## src/rtl/mode_controller_pkg.sv

```systemverilog
// Shared encodings for the watch mode controller: FSM states, mux select codes,
// button-edge and strobe bundles, and small helpers for select lookup and mode advance.
package mode_controller_pkg;

  typedef enum logic [2:0] {
    ST_MODE_12    = 3'd0,
    ST_MODE_24    = 3'd1,
    ST_MODE_TIMER = 3'd2,
    ST_MODE_SW    = 3'd3,
    ST_ALERT      = 3'd4
  } state_t;

  // Select codes follow the mux_4to1 input order
  localparam logic [1:0] SEL_MODE_12    = 2'b00;
  localparam logic [1:0] SEL_MODE_24    = 2'b01;
  localparam logic [1:0] SEL_MODE_TIMER = 2'b10;
  localparam logic [1:0] SEL_MODE_SW    = 2'b11;

  typedef struct packed {
    logic sel;
    logic toggle;
    logic add_one;
    logic add_ten;
  } btn_edges_t;

  typedef struct packed {
    logic timer_toggle;
    logic sw_toggle;
    logic timer_add_one;
    logic timer_add_ten;
  } strobes_t;

  function automatic logic [1:0] select_of(state_t s);
    case (s)
      ST_MODE_12:    return SEL_MODE_12;
      ST_MODE_24:    return SEL_MODE_24;
      ST_MODE_SW:    return SEL_MODE_SW;
      default:       return SEL_MODE_TIMER;
    endcase
  endfunction

  function automatic state_t advance_mode(state_t s);
    case (s)
      ST_MODE_12:    return ST_MODE_24;
      ST_MODE_24:    return ST_MODE_TIMER;
      ST_MODE_TIMER: return ST_MODE_SW;
      default:       return ST_MODE_12;
    endcase
  endfunction

endpackage

```

## src/rtl/mode_controller_edge_pulse.sv

```systemverilog
// Rising-edge detector with a registered history bit that resets high, so a level
// already high when reset releases never reports an edge.
module mode_controller_edge_pulse (
  input  logic i_clk,
  input  logic i_reset,
  input  logic i_level,
  output logic o_edge_c
);

  logic r_hist;

  always_ff @(posedge i_clk or posedge i_reset) begin
    if (i_reset) r_hist <= 1'b1;
    else         r_hist <= i_level;
  end

  assign o_edge_c = i_level & ~r_hist;

endmodule

```

## src/rtl/mode_controller.sv

```systemverilog
// Watch display sequencer: owns the mux select, routes button edges as 1-cycle strobes,
// raises a blinking alert on timer expiry and falls back to the 12-hour clock when idle.
module mode_controller
  import mode_controller_pkg::*;
#(
  parameter int unsigned IDLE_TIMEOUT_MS = 30000,
  parameter int unsigned ALERT_MS        = 5000,
  parameter int unsigned BLINK_MS        = 250
) (
  input  logic       i_clk,
  input  logic       i_reset,
  input  logic       i_khz_tick,
  input  logic       i_select_btn,
  input  logic       i_toggle_btn,
  input  logic       i_add_one_btn,
  input  logic       i_add_ten_btn,
  input  logic       i_timer_running,
  input  logic       i_timer_expired,
  output logic [1:0] o_select,
  output logic       o_timer_toggle,
  output logic       o_sw_toggle,
  output logic       o_timer_add_one,
  output logic       o_timer_add_ten,
  output logic       o_blank,
  output logic       o_alert
);

  localparam int unsigned IDLE_W  = $clog2(IDLE_TIMEOUT_MS + 1);
  localparam int unsigned ALERT_W = $clog2(ALERT_MS + 1);
  localparam int unsigned BLINK_W = $clog2(BLINK_MS + 1);
  localparam int unsigned N_EDGE  = 5;

  localparam logic [IDLE_W-1:0]  IDLE_LAST  = IDLE_W'(IDLE_TIMEOUT_MS - 1);
  localparam logic [ALERT_W-1:0] ALERT_LAST = ALERT_W'(ALERT_MS - 1);
  localparam logic [BLINK_W-1:0] BLINK_LAST = BLINK_W'(BLINK_MS - 1);

  state_t             r_state, w_state_next;
  logic [1:0]         r_select, w_select_next;
  strobes_t           r_stb, w_stb_next;
  logic               r_blank, w_blank_next;
  logic               r_alert, w_alert_next;
  logic [IDLE_W-1:0]  r_idle_cnt, w_idle_next;
  logic [ALERT_W-1:0] r_alert_cnt, w_alert_cnt_next;
  logic [BLINK_W-1:0] r_blink_cnt, w_blink_next;

  logic [N_EDGE-1:0]  w_levels, w_edges;
  btn_edges_t         w_btn;
  logic               w_any_btn, w_exp_edge, w_idle_ok, w_route_ok, w_stay_alert;

  assign w_levels = {i_timer_expired, i_add_ten_btn, i_add_one_btn, i_toggle_btn, i_select_btn};

  for (genvar g = 0; g < N_EDGE; g++) begin : g_edge
    mode_controller_edge_pulse u_edge (
      .i_clk    (i_clk),
      .i_reset  (i_reset),
      .i_level  (w_levels[g]),
      .o_edge_c (w_edges[g])
    );
  end

  assign w_btn      = btn_edges_t'({w_edges[0], w_edges[1], w_edges[2], w_edges[3]});
  assign w_exp_edge = w_edges[4];
  assign w_any_btn  = |w_btn;
  assign w_idle_ok  = (r_state == ST_MODE_24) ||
                      ((r_state == ST_MODE_TIMER) && !i_timer_running);
  // Expiry entering ALERT swallows every button edge of the same cycle
  assign w_route_ok = (r_state != ST_ALERT) && !w_exp_edge;

  always_ff @(posedge i_clk or posedge i_reset) begin
    if (i_reset) begin
      r_state     <= ST_MODE_12;
      r_select    <= SEL_MODE_12;
      r_stb       <= '0;
      r_blank     <= 1'b0;
      r_alert     <= 1'b0;
      r_idle_cnt  <= '0;
      r_alert_cnt <= '0;
      r_blink_cnt <= '0;
    end else begin
      r_state     <= w_state_next;
      r_select    <= w_select_next;
      r_stb       <= w_stb_next;
      r_blank     <= w_blank_next;
      r_alert     <= w_alert_next;
      r_idle_cnt  <= w_idle_next;
      r_alert_cnt <= w_alert_cnt_next;
      r_blink_cnt <= w_blink_next;
    end
  end

  always_comb begin
    w_state_next = r_state;
    case (r_state)
      ST_ALERT: begin
        if (w_any_btn || (i_khz_tick && (r_alert_cnt == ALERT_LAST)))
          w_state_next = ST_MODE_TIMER;
      end
      default: begin
        if (w_exp_edge)
          w_state_next = ST_ALERT;
        else if (w_btn.sel)
          w_state_next = advance_mode(r_state);
        else if (w_idle_ok && !w_any_btn && i_khz_tick && (r_idle_cnt == IDLE_LAST))
          w_state_next = ST_MODE_12;
      end
    endcase
  end

  always_comb begin
    w_select_next    = select_of(w_state_next);
    w_alert_next     = (w_state_next == ST_ALERT);
    w_stay_alert     = (r_state == ST_ALERT) && (w_state_next == ST_ALERT);
    w_stb_next       = '0;
    w_blank_next     = 1'b0;
    w_idle_next      = '0;
    w_alert_cnt_next = '0;
    w_blink_next     = '0;

    // Toggle follows the pre-transition mode, even when select advances it
    if (w_route_ok) begin
      w_stb_next.timer_toggle  = w_btn.toggle && (r_state == ST_MODE_TIMER);
      w_stb_next.sw_toggle     = w_btn.toggle && (r_state == ST_MODE_SW);
      w_stb_next.timer_add_one = w_btn.add_one && (r_state == ST_MODE_TIMER) && !i_timer_running;
      w_stb_next.timer_add_ten = w_btn.add_ten && (r_state == ST_MODE_TIMER) && !i_timer_running;
    end

    if (w_stay_alert) begin
      w_blank_next     = r_blank;
      w_alert_cnt_next = r_alert_cnt;
      w_blink_next     = r_blink_cnt;
      if (i_khz_tick) begin
        if (r_alert_cnt != ALERT_LAST) w_alert_cnt_next = r_alert_cnt + ALERT_W'(1);
        if (r_blink_cnt == BLINK_LAST) begin
          w_blink_next = '0;
          w_blank_next = ~r_blank;
        end else begin
          w_blink_next = r_blink_cnt + BLINK_W'(1);
        end
      end
    end else if (w_state_next == ST_ALERT) begin
      w_blank_next = 1'b1;
    end

    if ((w_state_next == r_state) && !w_any_btn && w_idle_ok) begin
      w_idle_next = r_idle_cnt;
      if (i_khz_tick && (r_idle_cnt != IDLE_LAST)) w_idle_next = r_idle_cnt + IDLE_W'(1);
    end
  end

  assign o_select        = r_select;
  assign o_timer_toggle  = r_stb.timer_toggle;
  assign o_sw_toggle     = r_stb.sw_toggle;
  assign o_timer_add_one = r_stb.timer_add_one;
  assign o_timer_add_ten = r_stb.timer_add_ten;
  assign o_blank         = r_blank;
  assign o_alert         = r_alert;

endmodule

```

## config.mk

```make
export PLATFORM = sky130hd
export DESIGN_NAME = mode_controller
export DESIGN_NICKNAME = d
export VERILOG_FILES = /design/src/rtl/mode_controller_pkg.sv /design/src/rtl/mode_controller_edge_pulse.sv /design/src/rtl/mode_controller.sv
export SDC_FILE = /design/constraint.sdc
export NUM_CORES = 1
export LEC_CHECK = 0
export ABC_AREA = 1
export CORE_MARGIN = 2
export CORE_UTILIZATION = 40
export CTS_CLUSTER_DIAMETER = 80
export DETAILED_ROUTE_END_ITERATION = 12
export PLACE_DENSITY_LB_ADDON = 0.1
export SYNTH_ARGS = -nofsm -noshare
export SYNTH_HDL_FRONTEND = slang
export SYNTH_SLANG_ARGS = --single-unit
```

## constraint.sdc

```tcl
create_clock -name i_clk -period 5.58 [get_ports i_clk]
set_clock_uncertainty 0.15 [all_clocks]
set_input_delay 1.116 -clock i_clk [delete_from_list [all_inputs] [get_ports i_clk]]
set_output_delay 1.116 -clock i_clk [all_outputs]
set_load 0.01 [all_outputs]
```

==> metrics.txt, run 1 <==
die area=7669 sq um; IO Port Bufs=16; clock tree buffer depth=2; Post-CTS Setup Bufs=0; Hold Fails Final Rpt=0; vias in the first global route=around 2000; register area share after synthesis=between 40% and 50%; Tmin final=3.440 ns; Tcrit/Tclk final=61.65%; # clock sinks=between 50 and 60; crit start category=input port; maxcap violations=0; Synth-to-Final Area Change=12.36%; setup_tns=0 ns; multi-input logic area=roughly 1300 sq um; post-cts sizing count=0; Critical Path Start=i_khz_tick; Yosys warnings=0; Die W=~88 um; Min-Delay Path Class=reg2reg; critical hold path startpoint=r_blink_cnt[1]; Post-Route WL=5403 um; Critical R2R Launch=r_state[1]; hold_ws=approximately 0.38 ns; Synth Instances=roughly 340; DIE HEIGHT=between 80 and 90 um; Avg Cell Area, Syn=between 8 and 9 sq um; CTS Hold Bufs=0; Root Buffer=clkbuf_8; Seq. cell area=between 1000 and 1500 sq um; Comb pwr share=29.1%; Critical Path End Type=flip-flop; Filler cells=682; Least-Margin Pin Slew=0.7313 ns; IO Pins=17; worst-skew pair later-pin latency=~0.32 ns; largest net degree at the start of global routing=53; GP Congestion=approximately 0.92; Syn Nets=~350; RSZ-0062 raised after global routing=false; Reg2Reg Depth=11; status=complete, no violations; cell area after synthesis=2794 sq um; commonest cells after routing, fill and taps aside=nand2_1, nor2_1, dfrtp_1; switching part of the total=between 30% and 40%; DR WL/cell=about 12 um; final setup vio count=0; Core Util, Final=46.21%; Crit Path Category=in2reg; internal power=about 590 uW; Reg2Reg Setup Slack=about 2.8 ns; worst vdd ir=0.1540 mV; Clk pwr share=between 20% and 30%; reg2reg end=r_blink_cnt[7]; routed via count=between 2000 and 2500; core area=6794 sq um; Psw=about 350 uW; GRT Resource Usage Total=15.68%; layout cells sized above 1=a little under a tenth; ANT nets after route=0; Synth Register Bits=52; n_diodes=0; gr ovfl total=0; Clock transition at path regs=about 0.090 ns; fmax=around 290 MHz; First-pass DRT Iterations=5; H-tree depth=2; DR iter-0 viols=56; Final Max Slew Viols=0; Distinct cells, synth=35; Initial Util=41.12%; DRC viols=0; Power Dens Cells=around 300 nW/um^2; cell leakage power=0.001427 uW; Arr. time, crit path=approximately 3.6 ns; HPWL after DPL=~3800 um; CTS tree=built; critical path fanouts, max=15; FP Rows=30; Worst slew margin=approximately 51%; initial antenna violation count=0; via density per instance=roughly 4.7; TritonCTS buffer count=5; Layout Nets=373; most common cell after layout, fill and taps aside=nand2_1; first-pass GRT wire length=9487 um; Flop pwr share=a little under half; worst path required time=about 5.7 ns; crit path to=r_blink_cnt[7]
## metrics by stage
| stage | setup WS [ns] | cell area [sq um] | total power (uW) | std cells |
|---|---|---|---|---|
| 5_1_grt | 1.933 | 3139 | 1002 | 457 |
| 3_3_place_gp | 1.892 | 3048 | 719.1 | 449 |
| 2_1_floorplan | 3.012 | 2794 | 652.5 | 341 |
| 4_1_cts | 2.144 | 3139 | 957.3 | 457 |
| 6_report | 2.140 | 3139 | 939.1 | 457 |
| 3_5_place_dp | 1.819 | 3048 | 721.7 | 449 |
## power by group through the flow
stage          sequential, uW  clock, uW  combinational, uW
6_report                  438        228                273
5_1_grt                   443        255                304
4_1_cts                   439        241                277
3_5_place_dp              446          0                275
3_3_place_gp              446          0                273
2_1_floorplan             445          0                208
## routing by layer
layer,track usage (%),wire length [um]
met4,6.294,104
met5,0,0
met2,24.17,2408
met1,21.81,2743
met3,2.922,146
## kinds of logic (layout without fill, tap and decap cells)
logic type	after synthesis	count (layout)	share of synthesized area [%]
adder cells (fa/ha/maj)	4	4	1.791
AO/OA/AOI/OAI	12	12	3.135
buffers and inverters	46	66	6.717
AND/OR/NAND/NOR	197	197	32.15
flip-flops	52	52	46.80
XOR/XNOR	30	30	9.404
## synth_stat cells
cell type | number | area [sq um]
nand2_1 | 75 | 281.5
nor2_1 | 59 | 221.5
dfrtp_1 | 47 | 1176
inv_1 | 33 | 123.9
xor2_1 | 26 | 227.7
nand3_1 | 25 | 125.1
nand4_1 | 15 | 93.84
nor3_1 | 11 | 55.05
inv_2 | 8 | 30.03
dfstp_2 | 5 | 131.4
ha_1 | 4 | 50.05
xnor2_1 | 4 | 35.03
a21oi_1 | 3 | 15.01
buf_2 | 3 | 15.01
nor4_1 | 2 | 12.51
o21ai_0 | 2 | 10.01
a21oi_2 | 1 | 8.760
a21oi_4 | 1 | 16.27
buf_4 | 1 | 7.510
buf_6 | 1 | 11.26
nand2_2 | 1 | 6.260
nand2_4 | 1 | 11.26
nand3b_1 | 1 | 7.510
nand4_2 | 1 | 12.51
nor2_2 | 1 | 6.260
nor2_4 | 1 | 11.26
nor2_8 | 1 | 20.02
nor3_2 | 1 | 10.01
nor3_4 | 1 | 16.27
nor3b_1 | 1 | 7.510
o2111ai_1 | 1 | 8.760
o211ai_1 | 1 | 7.510
o21ai_1 | 1 | 5.000
o21ai_2 | 1 | 8.760
o21bai_1 | 1 | 7.510
## area by class of cell
cell class	instances	area share [%]
Clock buffer	5	2.192
Clock inverter	3	0.7174
Inverter	41	4.902
Multi-Input combinational cell	243	41.37
Sequential cell	52	41.65
Tap cell	96	3.826
Timing Repair Buffer	17	5.341
## worst max-delay path, cell delays in order
cell and delay (ns):
clkdlybuf4s50_1 0.91, nand4_1 0.20, o21bai_1 0.17, nand2_1 0.07
nand2_1 0.16, nand2_2 0.09, nor2_4 0.28, nand2_4 0.20
nor2_8 0.22, nand2_1 0.08, nand2_1 0.06
## worst min path at each step
stage                       to  slack (ns)  cells after the start
4_1_cts         r_blink_cnt[7]        0.39                      2
3_3_place_gp    r_blink_cnt[7]        0.36                      2
5_1_grt        r_alert_cnt[12]        0.44                      2
6_report        r_blink_cnt[1]        0.38                      2
2_1_floorplan  r_alert_cnt[12]        0.33                      2
3_5_place_dp    r_blink_cnt[7]        0.36                      2
## registers in the layout, indices dropped and copies added (netlist names)
| name | cells |
|---|---|
| o_blank | 1 |
| g_edge.u_edge.r_hist | 5 |
| r_idle_cnt | 15 |
| r_blink_cnt | 8 |
| o_alert | 1 |
| o_timer_add_one | 1 |
| r_alert_cnt | 13 |
| r_state | 3 |
| o_timer_add_ten | 1 |
| o_timer_toggle | 1 |
| o_sw_toggle | 1 |
| o_select | 2 |
(Power assumes the default switching activity.)
==> run 2, diff against run 1 <==
==> constraint.sdc (replaced) <==
create_clock -name i_clk -period 3.6 [get_ports i_clk]
set_clock_uncertainty 0.15 [all_clocks]
set_input_delay 0.72 -clock i_clk [delete_from_list [all_inputs] [get_ports i_clk]]
set_output_delay 0.72 -clock i_clk [all_outputs]
set_load 0.01 [all_outputs]
==> run 2 against run 1 <==
Net effect: hold slack improved by 0.0066 ns; global-route usage increased by 0.19 points; cell count increased by 0.66%; combinational power increased by 63%; setup slack got worse by 1.4 ns; register-to-register slack got worse by 1.7 ns; final area increased by 1.7%; clock power increased by 88%; first-iteration DRC count increased by 46%; non-clock buffer count increased by 3; sequential share of layout area decreased by 0.69 points; critical path type unchanged; highest routed layer unchanged.
==> metrics.txt, run 2 (synthesis results as in run 1) <==
status=complete, no violations; worst path required time=3.70 ns (-1.99 ns); first-pass GRT wire length=9722 um (+2.5%); final setup vio count=0 (unchanged); Clk pwr share=27.7% (+3.5 points); Flop pwr share=43.6% (-3.1 points); Filler cells=683 (+0.15%); DIE HEIGHT=87.58 um (unchanged); Reg2Reg Depth=14 (+3); internal power=1011 uW (+72%); core area=6794 sq um (unchanged); hold worst-path end=r_blink_cnt[7]; setup_tns=0 ns (unchanged); maxcap violations=0 (unchanged); clock tree buffer depth=2 (unchanged); GRT Resource Usage Total=15.86% (+0.19 points); First-pass DRT Iterations=4 (-1); fmax=~350 MHz; Reg2Reg Setup Slack=1.07 ns (-1.73 ns); Least-Margin Pin Slew=0.6450 ns (-0.08634 ns); layout cells sized above 1=10.16% (+0.75 points); Initial Util=41.12% (unchanged); Comb pwr share=28.7% (-0.4 points); Post-Route WL=5375 um (-0.52%); GP Congestion=0.8791 (-4.0%); Final Power=1550 uW (+65%); Final Max Slew Viols=0 (unchanged); initial antenna violation count=0 (unchanged); Tmin final=2.831 ns; CTS Hold Bufs=0 (unchanged); ANT nets after route=0 (unchanged); die area=7669 sq um (unchanged); Largest register FFs=15 (unchanged); DRC viols=0 (unchanged); gr ovfl total=0 (unchanged); Arr. time, crit path=2.93 ns (-0.62 ns); registers with the most flip-flops=r_idle_cnt x15, r_alert_cnt x13, r_blink_cnt x8; Min-Delay Path Class=reg2reg; most common cell after layout, fill and taps aside=nand2_1; Synth-to-Final Area Change=14.24%; Root Buffer=clkbuf_8; Crit Path Category=in2reg; commonest cells after routing, fill and taps aside=nand2_1, nor2_1, dfrtp_1; hold depth=2 (unchanged); critical hold path startpoint=r_blink_cnt[7]; Clock transition at path regs=0.10 ns (about the same); worst-skew pair later-pin latency=0.30 ns (-0.02 ns); fin area=3192 sq um (+1.7%); DR WL/cell=11.68 um (-1.2%); Hold Fails Final Rpt=0 (unchanged); H-tree depth=2 (unchanged); CTS tree=built; routed via count=2132 (-0.28%); RSZ-0062 raised after global routing=false; Power Dens Cells=485.7 nW/um^2 (+62%); reg2reg end=r_blink_cnt[0]; largest net degree at the start of global routing=32 (-40%); worst vdd ir=0.2629 mV (+71%); n_diodes=0 (unchanged); Die W=87.58 um (unchanged); FP Rows=30 (unchanged); Worst slew margin=56.94% (+5.9 points); TritonCTS buffer count=5 (unchanged); Critical R2R Launch=g_edge[0].u_edge.r_hist; critical path fanouts, max=14 (-1); DR iter-0 viols=82 (+46%); Critical Path End Type=flip-flop; crit start category=input port; # clock sinks=52 (unchanged); switching part of the total=34.78% (-2.5 points); cell leakage power=0.001455 uW (+1.9%); Post-CTS Setup Bufs=0 (unchanged); post-cts sizing count=0 (unchanged); vias in the first global route=2097 (+1.7%); via density per instance=4.635 (-0.93%); Tcrit/Tclk final=78.64%; IO Port Bufs=16 (unchanged); HPWL after DPL=3858 um (+2.2%); Core Util, Final=46.98% (+0.77 points); Layout Nets=376 (+0.80%); IO Pins=17 (unchanged); Placed Area=3070 sq um (+0.74%); Psw=539.2 uW (+54%); largest reg by FF count=r_idle_cnt
run 2: cell count changes in the layout (fill, tap and decap cells not counted), sizes merged:
cell,previous run,this run
buf,1,4
bufinv,0,1
clkbuf,5,6
clkinv,2,1
inv,42,41
run 2: worst max path at each step:
stage                            start              end  cells after the start
after floorplan           i_select_btn  r_alert_cnt[12]                     12
after global placement    i_select_btn   r_blink_cnt[2]                     14
after detailed placement  i_select_btn   r_blink_cnt[4]                     14
after CTS                 i_select_btn   r_blink_cnt[0]                     14
after global routing      i_select_btn   r_blink_cnt[4]                     14
final                     i_select_btn   r_blink_cnt[0]                     14
run 2: metal layers:
metal | vias to the layer above | routed length (um) | track usage [%]
met4 | 0 | 29 | 4.196
met1 | 975 | 2822 | 23.04
met2 | 26 | 2379 | 24.24
met5 | - | 0 | 0
li1 | 1129 | - | -
met3 | 2 | 144 | 3.205
run 2: per-stage QoR:
| step | setup WS [ns] | hold WS (ns) | std cells |
|---|---|---|---|
| floorplan | 1.428 | 0.3332 | 341 |
| global placement | 0.5528 | 0.3597 | 452 |
| detailed placement | 0.4323 | 0.3623 | 452 |
| CTS | 0.7690 | 0.3868 | 460 |
| global route | 0.5483 | 0.4282 | 460 |
| finish | 0.7689 | 0.3882 | 460 |
run 2: power by group through the flow:
stage | sequential [uW] | combinational (uW) | clock [uW]
after floorplan | 689 | 322 | 0
after global placement | 691 | 447 | 0
after detailed placement | 690 | 447 | 0
after CTS | 678 | 449 | 447
after global routing | 686 | 495 | 470
final | 676 | 445 | 429
run 2: final cells by class:
cell class / instances / area, sq um / area share (%)
Timing Repair Buffer: 20 / 190.2 / 5.958
Tap cell: 96 / 120.1 / 3.763
Clock buffer: 6 / 82.58 / 2.587
Inverter: 41 / 153.9 / 4.822
Clock inverter: 2 / 38.79 / 1.215
Multi-Input combinational cell: 243 / 1299 / 40.69
Sequential cell: 52 / 1308 / 40.96
run 2: worst max-delay path, cell delays in order:
cell and delay [ns]:
clkdlybuf4s50_1 0.42, nand2_1 0.15, nand2_1 0.08, nor2_1 0.16, nand2_1 0.11, o21bai_1 0.14, nand2_1 0.06, nand2_1 0.15
nand2_2 0.09, nor2_4 0.30, nand2_4 0.21, nor2_8 0.20, nand2_1 0.08, nand2_1 0.06
